**config.mk**
```make
export PLATFORM = sky130hd
export DESIGN_NAME = subtrador_serial_ctrl
export DESIGN_NICKNAME = d
export VERILOG_FILES = /design/src/rtl/subtrador_pkg.sv /design/src/rtl/subtrador_serial_ctrl_slice.sv /design/src/rtl/subtrador_serial_ctrl.sv
export SDC_FILE = /design/constraint.sdc
export NUM_CORES = 1
export LEC_CHECK = 0
export ABC_AREA = 0
export BUFFER_PORTS_ARGS = -buffer_cell sky130_fd_sc_hd__buf_2
export CORE_MARGIN = 2
export CORE_UTILIZATION = 50
export CTS_CLUSTER_DIAMETER = 30
export DETAILED_ROUTE_END_ITERATION = 8
export PLACE_DENSITY = 0.82
export RECOVER_POWER = 100
export SLEW_MARGIN = 20
export SYNTH_ARGS = -nofsm -noshare
export SYNTH_HDL_FRONTEND = slang
export SYNTH_SLANG_ARGS = --single-unit
```
**constraint.sdc**
```tcl
create_clock -name clk -period 2.7 [get_ports clk]
set_input_delay 0.54 -clock clk [delete_from_list [all_inputs] [get_ports clk]]
set_output_delay 0.54 -clock clk [all_outputs]
set_load 0.01 [all_outputs]
```
**src/rtl/subtrador_pkg.sv**
```systemverilog
// subtrador_pkg: shared state encoding and slice width for the serial subtractor
package subtrador_pkg;
  typedef enum logic [1:0] {IDLE, RUN, DONE} sub_state_t;
  localparam int SLICE_W = 4;
endpackage

```
**src/rtl/subtrador_serial_ctrl_slice.sv**
```systemverilog
// subtrador_serial_ctrl_slice: 4-bit ripple-borrow subtractor slice, s = a - b - cin
module subtrador_serial_ctrl_slice
  import subtrador_pkg::*;
(
  input  logic [SLICE_W-1:0] a,
  input  logic [SLICE_W-1:0] b,
  input  logic               cin,
  output logic [SLICE_W-1:0] s,
  output logic               cout
);
  logic [SLICE_W:0] c;
  assign c[0] = cin;
  assign cout = c[SLICE_W];
  for (genvar i = 0; i < SLICE_W; i++) begin : g_bit
    assign s[i] = a[i] ^ b[i] ^ c[i];
    assign c[i+1] = (~a[i] & b[i]) | (~(a[i] ^ b[i]) & c[i]);
  end
endmodule

```
**src/rtl/subtrador_serial_ctrl.sv**
```systemverilog
// subtrador_serial_ctrl: nibble-serial a - b - bin sequencer around one shared 4-bit slice
module subtrador_serial_ctrl
  import subtrador_pkg::*;
#(
  parameter int WIDTH = 16
) (
  input  logic             clk,
  input  logic             rst_n,
  input  logic             start,
  input  logic             clear,
  input  logic [WIDTH-1:0] a,
  input  logic [WIDTH-1:0] b,
  input  logic             bin,
  output logic             ready,
  output logic             busy,
  output logic             done,
  output logic [WIDTH-1:0] diff,
  output logic             borrow_out,
  output logic             zero,
  output logic             ovf
);
  localparam int NIB = WIDTH / SLICE_W;
  localparam int IW = NIB > 1 ? $clog2(NIB) : 1;
  if (WIDTH % SLICE_W != 0 || WIDTH < SLICE_W) begin : g_bad_width
    $error("WIDTH must be a positive multiple of 4");
  end
  sub_state_t state, nxt;
  logic [IW-1:0] idx;
  logic [WIDTH-1:0] op_a, op_b, res;
  logic brw, cout;
  logic [SLICE_W-1:0] s;
  subtrador_serial_ctrl_slice u_slice (
    .a(op_a[SLICE_W*idx +: SLICE_W]),
    .b(op_b[SLICE_W*idx +: SLICE_W]),
    .cin(brw),
    .s(s),
    .cout(cout)
  );
  always_ff @(posedge clk or negedge rst_n)
    if (!rst_n) state <= IDLE;
    else state <= nxt;
  always_comb
    nxt = clear ? IDLE :
          state == IDLE ? (start ? RUN : IDLE) :
          state == RUN ? (idx == IW'(NIB - 1) ? DONE : RUN) : IDLE;
  always_comb begin
    ready = state == IDLE;
    busy = state == RUN;
  end
  // flags are decoded from the completed result so the outputs never show a partial value
  always_ff @(posedge clk or negedge rst_n)
    if (!rst_n) begin
      idx <= '0;
      op_a <= '0;
      op_b <= '0;
      brw <= 1'b0;
      res <= '0;
      done <= 1'b0;
      diff <= '0;
      borrow_out <= 1'b0;
      zero <= 1'b0;
      ovf <= 1'b0;
    end else begin
      done <= 1'b0;
      if (clear) idx <= '0;
      else if (state == IDLE && start) begin
        op_a <= a;
        op_b <= b;
        brw <= bin;
        idx <= '0;
        res <= '0;
      end else if (state == RUN) begin
        res[SLICE_W*idx +: SLICE_W] <= s;
        brw <= cout;
        idx <= idx + IW'(1);
      end else if (state == DONE) begin
        done <= 1'b1;
        diff <= res;
        borrow_out <= brw;
        zero <= res == '0;
        ovf <= (op_a[WIDTH-1] ^ op_b[WIDTH-1]) && (res[WIDTH-1] ^ op_a[WIDTH-1]);
      end
    end
endmodule

```
* After elaboration in Yosys (flattened, before gate mapping) *
Cells that the tools add are included.

word-level totals
  register bits after elaboration = 73
  bits in latches = 0
  bits in writable memories = 0
  bits in read-only memories = 0
  output and inout port bits = 22
  memories = 0

cells by class
  add/sub/neg operators = 2
  multipliers = 0
  div/mod/pow operators = 0
  order comparisons = 0
  equal/unequal tests = 3
  shift-type cells = 4
  multiplexer cells = 17
  bitwise gates (word level) = 33
  reductions and logical operators = 9

operator list
  operator                                                                 count
  4-bit negator with 34-bit output                                         1
  4-bit by 34-bit variable shift with 16-bit output, first input constant  1
  4-bit by 34-bit variable part select with 16-bit output                  1
  16-bit 2-to-1 mux                                                        2
  16-bit by 5-bit variable part select with 4-bit output                   2
  16-bit bitwise mux                                                       1
  16-bit logical NOT                                                       1
  2-bit 2-to-1 mux                                                         7
  1-bit inverter                                                           11
  1-bit bitwise XOR                                                        10
  1-bit AND                                                                8
  1-bit 2-to-1 mux                                                         7
  2-bit == test, second input constant                                     2
  1-bit bitwise OR                                                         4
  2-bit AND reduction                                                      2
  4-bit AND reduction                                                      1
  3-bit nonzero test                                                       1
  2-bit by 1-bit adder with 2-bit output, second input constant            1
  2-bit by 1-bit == test with 1-bit output, second input constant          1
  1-bit logical AND                                                        2
  2-bit logical NOT                                                        1
  2-bit nonzero test                                                       1

* Depth between registers and ports, before layout *
Gate-level depths: netlist of run 1.

  word-level depth = 14
  gate-level depth with buffers = 11
  gate-level depth less buffers = 10

* Modules after synthesis *
Synthesis of run 1 repeated with hierarchy kept, for this count alone.

unflattened totals
  cell total of the unflattened synthesis = 223
  area, all modules = 3514.6 um^2

modules (own cells, without submodules)
  module                       instances  cells an instance  area an instance (um^2)  sequential area each (um^2)
  subtrador_serial_ctrl        1          209                3397.0                   1826.8
  subtrador_serial_ctrl_slice  1          14                 117.6                    0.0

* Worst setup path before layout of run 1 *
Ideal clock, no wire load.

  kind = register to register
  from = reg idx[0]
  to = reg res[7]
  setup time = 0.096 ns
  arrival time = 2.845 ns
  setup slack = -0.240 ns
  stages on the path, launching flop included = 9
  path buffers = 2
  clock period less this slack = 2.940 ns
  cells stage by stage = dfrtp_1 > buf_2 > buf_2 > mux4_2 > fa_1 > fa_1 > inv_1 > fa_1 > o31ai_1

between the ends
  word-level cells in the longest chain between the ends = 14
  elaborated cells on any way between the ends = 31
  classes of those cells = add/sub: 1; shift: 4; mux: 3; bitwise: 23

ends and longest elaborated chain
  what                                                                              RTL line                                                              text
  start: declaration                                                                subtrador_serial_ctrl.sv:28                                           logic [IW-1:0] idx;
  start signal: assignment                                                          subtrador_serial_ctrl.sv:75                                           idx <= idx + IW'(1);
  16-bit by 5-bit variable part select with 4-bit output, on equally long branches  subtrador_serial_ctrl.sv:33, subtrador_serial_ctrl.sv:34
  1-bit bitwise XOR                                                                 subtrador_serial_ctrl_slice.sv:15, subtrador_serial_ctrl_slice.sv:16
  1-bit inverter                                                                    subtrador_serial_ctrl_slice.sv:16                                     assign c[i+1] = (~a[i] & b[i]) | (~(a[i] ^ b[i]) & c[i]);
  1-bit AND                                                                         subtrador_serial_ctrl_slice.sv:16
  1-bit bitwise OR                                                                  subtrador_serial_ctrl_slice.sv:16
  1-bit AND                                                                         subtrador_serial_ctrl_slice.sv:16
  1-bit bitwise OR                                                                  subtrador_serial_ctrl_slice.sv:16
  1-bit AND                                                                         subtrador_serial_ctrl_slice.sv:16
  1-bit bitwise OR                                                                  subtrador_serial_ctrl_slice.sv:16
  1-bit bitwise XOR                                                                 subtrador_serial_ctrl_slice.sv:15                                     assign s[i] = a[i] ^ b[i] ^ c[i];
  4-bit by 34-bit variable part select with 16-bit output                           subtrador_serial_ctrl.sv:73                                           res[SLICE_W*idx +: SLICE_W] <= s;
  16-bit bitwise mux (*)                                                            subtrador_serial_ctrl.sv:73
  16-bit 2-to-1 mux (*)                                                             subtrador_serial_ctrl.sv:72                                           end else if (state == RUN) begin
  16-bit 2-to-1 mux (*)                                                             subtrador_serial_ctrl.sv:66                                           else if (state == IDLE && start) begin
  end signal: indexed assignment                                                    subtrador_serial_ctrl.sv:73
  end: declaration                                                                  subtrador_serial_ctrl.sv:29                                           logic [WIDTH-1:0] op_a, op_b, res;

Every way passes the cells marked *; elsewhere a longest branch is shown, timed or not. The select of a mux whose other input is x is not followed.
A chain may end at the register's enable or synchronous reset.

* Worst setup path in the final report of run 1 *
  from = reg idx[0]
  to = reg res[11]

The elaborated chain is that of the path after synthesis.

==> results.sh, run 1 <==
export IMPL_status="finished, violations left"
export IMPL_violations="setup timing"
export IMPL_synthCells=235
export IMPL_crit_path_max_incr_delay_ns=0.52
export IMPL_yosysMostFrequentCell="dfrtp_1"
export IMPL_min_period_ns=2.703
export IMPL_min_path_type="primary input to flip-flop"
export IMPL_wl_per_cell_um=16.88
export IMPL_cp_arrival_ns=2.97
export IMPL_wl_mm=6.465
export IMPL_ios=59
export IMPL_p_int_w=0.002063
export IMPL_ff2ff_path_depth=9
export IMPL_seq_area_frac_synth=0.5430
export IMPL_gp_congestion=0.8554
export IMPL_clockBufferDepth=2
export IMPL_cp_required_ns=2.96
export IMPL_io_buffer_count=58
export IMPL_hold_depth=2
export IMPL_clkPwrFrac=0.338
export IMPL_endpoint_kind="flip-flop"
export IMPL_dr_wl_met3_um=367
export IMPL_vias=2179
export IMPL_overflow=0
export IMPL_critical_path_top_delay_family="adder cells"
export IMPL_die_w_um=86.03
export IMPL_gr_usage_all_layers=0.1956
export IMPL_first_pass_iters=4
export IMPL_syn2layout_area_growth_pct=15.92
export IMPL_path_class="flip-flop to flip-flop"
export IMPL_synthArstFlopShare=1.000
export IMPL_synth_edf_count=0
export IMPL_drt_initial_drc_count=122
export IMPL_yosysTopAreaCellShare=0.5430
export IMPL_cts_buffers=9
export IMPL_leakage_nw=1.771
export IMPL_place_area_mm2=0.003770
export IMPL_ys_ff_latch=73
export IMPL_holdCritStartpoint="b[5]"
export IMPL_swShare=0.2748
export IMPL_die_y_um=86.03
export IMPL_pwr_share_seq=0.461
export IMPL_grt_pass1_wl_mm=10.98
export IMPL_power_density_mw_per_mm2=729.5
export IMPL_design_area_mm2=0.003900
export IMPL_fp_dieArea_mm2=0.007401
export IMPL_pwr_share_comb=0.201
export IMPL_viasPerCell=5.689
export IMPL_core_area_mm2=0.006422
export IMPL_max_vdd_ir_drop_uv=583.6
export IMPL_hold_viol=0
export IMPL_finalHoldWorstSlack_ns=0.4102
export IMPL_r2r_start="idx[0]"
export IMPL_cts_tree="done"
export IMPL_grt_setup_unrepaired="yes"
export IMPL_fin_worst_skew_ns=0.01076
export IMPL_highest_layer="met4"
export IMPL_met1_length_mm=2.804
export IMPL_initial_core_util=0.5239
export IMPL_p_sw_w=0.0007817
export IMPL_synthFlopType="dfrtp_1"
export IMPL_rows=29
export IMPL_worstMarginPinSlew_ns=1.369
export IMPL_critical_path_depth=9
export IMPL_diodes=0
export IMPL_path_buf_inv=3
export IMPL_avgSynthCellArea_um2=14.32
export IMPL_drive_gt1_frac=0.3889
export IMPL_cts_root_buffer_cell="clkbuf_8"
export IMPL_timing_fmax_mhz=369.9
export IMPL_cts_setup_buffers=0
export IMPL_yosysTopAreaCell="dfrtp_1"
export IMPL_htree_levels=3
export IMPL_grt_max_degree=49
export IMPL_worst_slack_ns=-0.003093
export IMPL_cp_start_kind="flip-flop"
export IMPL_dr_wl_met2_mm=3.191
export IMPL_ant_nets=0
export IMPL_clk_pin_slew_ns=0.08
export IMPL_clk_latency_ns=0.35
export IMPL_synthTopCellsByArea="dfrtp_1, mux2_2, mux4_2, mux2_4, fa_1"
export IMPL_r2r_end="res[11]"
export IMPL_slowest_stage="mux4_2"
export IMPL_final_nets=346
export IMPL_dp_hpwl_mm=4.732
export IMPL_crit_top_cell="fa_2"
export IMPL_syn_num_nets=280
export IMPL_setup_violations=1
export IMPL_synth_top_cells_by_count="dfrtp_1, mux2_2, inv_1, mux2_4"
export IMPL_grt_pass1_vias=2237
export IMPL_drc=0
export IMPL_whs_endpoint="op_b[5]"
export IMPL_yosys_cell_types_count=34
export IMPL_maxSlewHeadroom=0.08729
export IMPL_rrSetupSlack_ns=-0.003
export IMPL_ys_warn_count=0
export IMPL_fin_crit_sh=1.001
export IMPL_drv_slew=0
export IMPL_numClockSinks=73
export IMPL_pre_cts_slack_ns=-0.01102
export IMPL_syn_cell_area_mm2=0.003364
export IMPL_antenna_found_initial=0
export IMPL_crit_chain="mux4_2 -> inv_2 -> fa_2 -> inv_2 -> fa_2 -> fa_2 -> inv_2 -> fa_2 -> o31ai_1"
export IMPL_critPathMaxFanout=4
export IMPL_maxCapViolCount=0
export IMPL_finalPower_w=0.002845
## routing by layer
| metal | vias to the layer above | track usage |
|---|---|---|
| li1 | 1000 | - |
| met1 | 1091 | 0.2552 |
| met2 | 75 | 0.3051 |
| met3 | 13 | 0.06930 |
| met4 | 0 | 0.06782 |
| met5 | - | 0 |
## registers in the layout, indices dropped and copies added, names as in the netlist
register and count:
op_b 16, borrow_out 1, done 1, diff 16
brw 1, ovf 1, op_a 16, zero 1
state 2, res 16, idx 2
## stage by stage
stage / util / TNS (ns) / cells
final: 0.6072 / -0.003093 / 383
after floorplan: - / -0.07138 / 235
after global placement: 0.5870 / 0 / 367
after CTS: 0.6228 / -0.02644 / 383
after detailed placement: 0.5870 / -0.02070 / 367
after global routing: 0.6072 / -0.3249 / 383
## cell usage in the layout, fill, tap and decap left out, drive strengths merged, types with 5 or more instances in the layout
cell type,synthesis,routed
inv,10,11
buf,10,40
o2bb2ai,8,8
nand3,5,5
dfrtp,73,73
mux2,52,52
clkbuf,2,37
mux4,8,8
o21ai,7,7
o31ai,5,5
nor2,10,10
## worst reg2reg max path: cells and delay by family, from the launching register on
kind | cells | cell delay (ns)
AOI/OAI and AO/OA | 1 | 0.20
buffers and inverters | 3 | 0.19
adders and majority gates | 4 | 1.34
muxes | 1 | 0.52
DFF | 1 | 0.39
## power groups by stage
| stage | sequential [W] | combinational, W | clock (W) |
|---|---|---|---|
| 2_1_floorplan | 0.00130 | 0.000435 | 0 |
| 3_3_place_gp | 0.00133 | 0.000581 | 0 |
| 3_5_place_dp | 0.00133 | 0.000601 | 0 |
| 4_1_cts | 0.00131 | 0.000611 | 0.000979 |
| 5_1_grt | 0.00133 | 0.000645 | 0.00103 |
| 6_report | 0.00131 | 0.000573 | 0.000960 |
## how the worst max path moves through the flow
stage,start,slack (ns),to
after CTS,idx[0],-0.02,res[7]
after global placement,idx[0],0.02,res[11]
after global routing,idx[0],-0.11,res[11]
final,idx[0],-0.003,res[11]
after floorplan,idx[0],-0.04,res[7]
after detailed placement,idx[0],-0.01,res[11]
## logic make-up (layout without fill, tap and decap cells)
group,after synthesis,after routing,share of synthesized area
mux,64,64,0.2506
simple gates,39,39,0.06992
buf+inv,22,93,0.03682
flops,73,73,0.5430
fa+ha+maj,8,8,0.03868
compound gates,29,29,0.06099
## layout make-up
class                           instances  area (um^2)
Multi-Input combinational cell        140         1399
Tap cell                               77        96.34
Clock inverter                          6        90.09
Sequential cell                        73         1827
Inverter                               10        37.54
Timing Repair Buffer                   67        312.8
Clock buffer                           10        137.6
Fill cell                             513         2522
## repair_timing
| item | in CTS | in global routing |
|---|---|---|
| setup endpoints to repair | 2 | 4 |
| hold buffers | 0 | 0 |
| gates resized for setup | 2 | 1 |
Note: power is estimated with default switching activity, not from simulation.
==> run 2: changes to the inputs <==
Settings changed: SETUP_SLACK_MARGIN set to 0.5.
==> run 2 against run 1 <==
The flow finishes with violations (capacitance limit, slew limit, setup timing). Worst hold slack got worse by 0.0048 ns. Routed wire length rose by 0.12%. Design area rose by 0.61%. Via count fell by 2.4%. Non-clock buffer count did not move. Power rose by 0.88%. Cell count did not move. Critical path type unchanged. Critical endpoint unchanged. Largest power group unchanged.
==> results.sh, run 2 (synthesis gave the netlist of run 1 again) <==
export IMPL_vias=2126
export IMPL_endpoint_kind="flip-flop"
export IMPL_power_density_mw_per_mm2=731.4
export IMPL_cp_start_kind="flip-flop"
export IMPL_syn2layout_area_growth_pct=16.62
export IMPL_worst_slack_ns=-0.01206
export IMPL_layout_commonest_cell="dfrtp_1"
export IMPL_crit_path_max_incr_delay_ns=0.52
export IMPL_place_area_mm2=0.003790
export IMPL_path_class="flip-flop to flip-flop"
export IMPL_worstMarginPinSlew_ns=1.510
export IMPL_clk_latency_ns=0.36
export IMPL_final_nets=346
export IMPL_slowest_stage="mux4_2"
export IMPL_fp_dieArea_mm2=0.007401
export IMPL_numClockSinks=73
export IMPL_setup_violations=2
export IMPL_initial_core_util=0.5239
export IMPL_ant_nets=0
export IMPL_leakage_nw=1.776
export IMPL_p_int_w=0.002051
export IMPL_min_path_type="primary input to flip-flop"
export IMPL_crit_top_cell="fa_2"
export IMPL_min_period_ns=2.712
export IMPL_core_area_mm2=0.006422
export IMPL_drc=0
export IMPL_p_sw_w=0.0008187
export IMPL_pre_cts_slack_ns=-0.02533
export IMPL_io_buffer_count=58
export IMPL_grt_setup_unrepaired="yes"
export IMPL_violations="capacitance limit, slew limit, setup timing"
export IMPL_hold_viol=0
export IMPL_antenna_found_initial=0
export IMPL_cp_required_ns=2.97
export IMPL_gp_congestion=0.8424
export IMPL_cp_arrival_ns=2.98
export IMPL_gr_usage_all_layers=0.1924
export IMPL_first_pass_iters=4
export IMPL_critPathMaxFanout=4
export IMPL_crit_start="idx[0]"
export IMPL_clkPwrFrac=0.336
export IMPL_rows=29
export IMPL_fin_worst_skew_ns=0.009860
export IMPL_cts_setup_buffers=0
export IMPL_diodes=0
export IMPL_drive_gt1_frac=0.4085
export IMPL_timing_fmax_mhz=368.7
export IMPL_r2r_start="idx[0]"
export IMPL_drt_initial_drc_count=95
export IMPL_overflow=0
export IMPL_pwr_share_seq=0.459
export IMPL_final_cell_mix="dfrtp_1, mux2_2, buf_2"
export IMPL_dp_hpwl_mm=4.708
export IMPL_fin_crit_sh=1.004
export IMPL_die_y_um=86.03
export IMPL_clockBufferDepth=2
export IMPL_maxSlewHeadroom=-0.006771
export IMPL_htree_levels=3
export IMPL_status="finished, violations left"
export IMPL_ios=59
export IMPL_finalHoldWorstSlack_ns=0.4054
export IMPL_grt_pass1_wl_mm=10.81
export IMPL_cts_root_buffer_cell="clkbuf_8"
export IMPL_viasPerCell=5.551
export IMPL_grt_max_degree=45
export IMPL_grt_pass1_vias=2232
export IMPL_clk_pin_slew_ns=0.08
export IMPL_wl_per_cell_um=16.90
export IMPL_holdCritStartpoint="b[2]"
export IMPL_pwr_share_comb=0.205
export IMPL_design_area_mm2=0.003924
export IMPL_fin_setup_tns_ns=-0.02065
export IMPL_drv_slew=31
export IMPL_die_w_um=86.03
export IMPL_wl_mm=6.473
export IMPL_cts_buffers=9
export IMPL_crit_chain="mux4_2 -> inv_2 -> fa_2 -> inv_2 -> fa_2 -> fa_2 -> inv_2 -> fa_2 -> o31ai_1"
export IMPL_max_vdd_ir_drop_uv=527.6
export IMPL_swShare=0.2853
export IMPL_cts_tree="done"
export IMPL_maxCapViolCount=1
-- run 2: metrics by stage --
stage                       util  power, W  instances
after floorplan                -  0.001751        235
after global placement    0.5901  0.001923        367
after detailed placement  0.5901  0.001951        367
after CTS                 0.6258  0.002923        383
after global routing      0.6109  0.003005        383
final                     0.6109  0.002870        383
-- run 2: cell type report --
cell class                 instances  area (um^2)
inverter                          10        37.54
clock inverter                     7        102.6
sequential                        73         1827
fill                             535         2499
multi-input combinational        140         1420
clock buffer                       9        123.9
tap                               77        96.34
timing repair buffer              67        316.6
-- run 2: power by group through the flow --
stage                     Sequential [W]  Clock [W]  Combinational [W]
final                            0.00132   0.000964           0.000590
after global placement           0.00133          0           0.000596
after global routing             0.00133    0.00102           0.000650
after CTS                        0.00132   0.000983           0.000622
after floorplan                  0.00130          0           0.000455
after detailed placement         0.00134          0           0.000614
-- run 2: worst max-delay path: cells and delay by family (launching register included) --
kind	cells	cell delay, ns
AOI/OAI and AO/OA	1	0.20
adders and majority gates	4	1.33
buffers and inverters	3	0.18
DFF	1	0.41
muxes	1	0.52
-- run 2: routing by layer --
layer	vias up	share of wire	global-route usage
met4	0	0.010	0.06349
met3	8	0.060	0.06352
met1	1059	0.43	0.2431
li1	999	-	-
met5	-	0	0
met2	60	0.50	0.3136
-- run 2: final timing paths --
path	slack, ns	to	depth (start not counted)
worst max-delay path	-0.01	res[11]	9
worst min-delay path	0.41	op_b[2]	2
worst max register to register	-0.01	res[11]	9
worst min register to register	0.49	op_b[2]	1
max in group asynchronous	0.50	op_a[9]	2
min in group asynchronous	0.53	diff[7]	1
-- run 2: timing repair --
item                                    4_1_cts  5_1_grt
pin swaps                                     2        2
hold buffers                                  0        0
cloned                                        0        0
resized for setup                             2        2
endpoints found under the hold margin         0        0
endpoints found under the setup margin       13       13
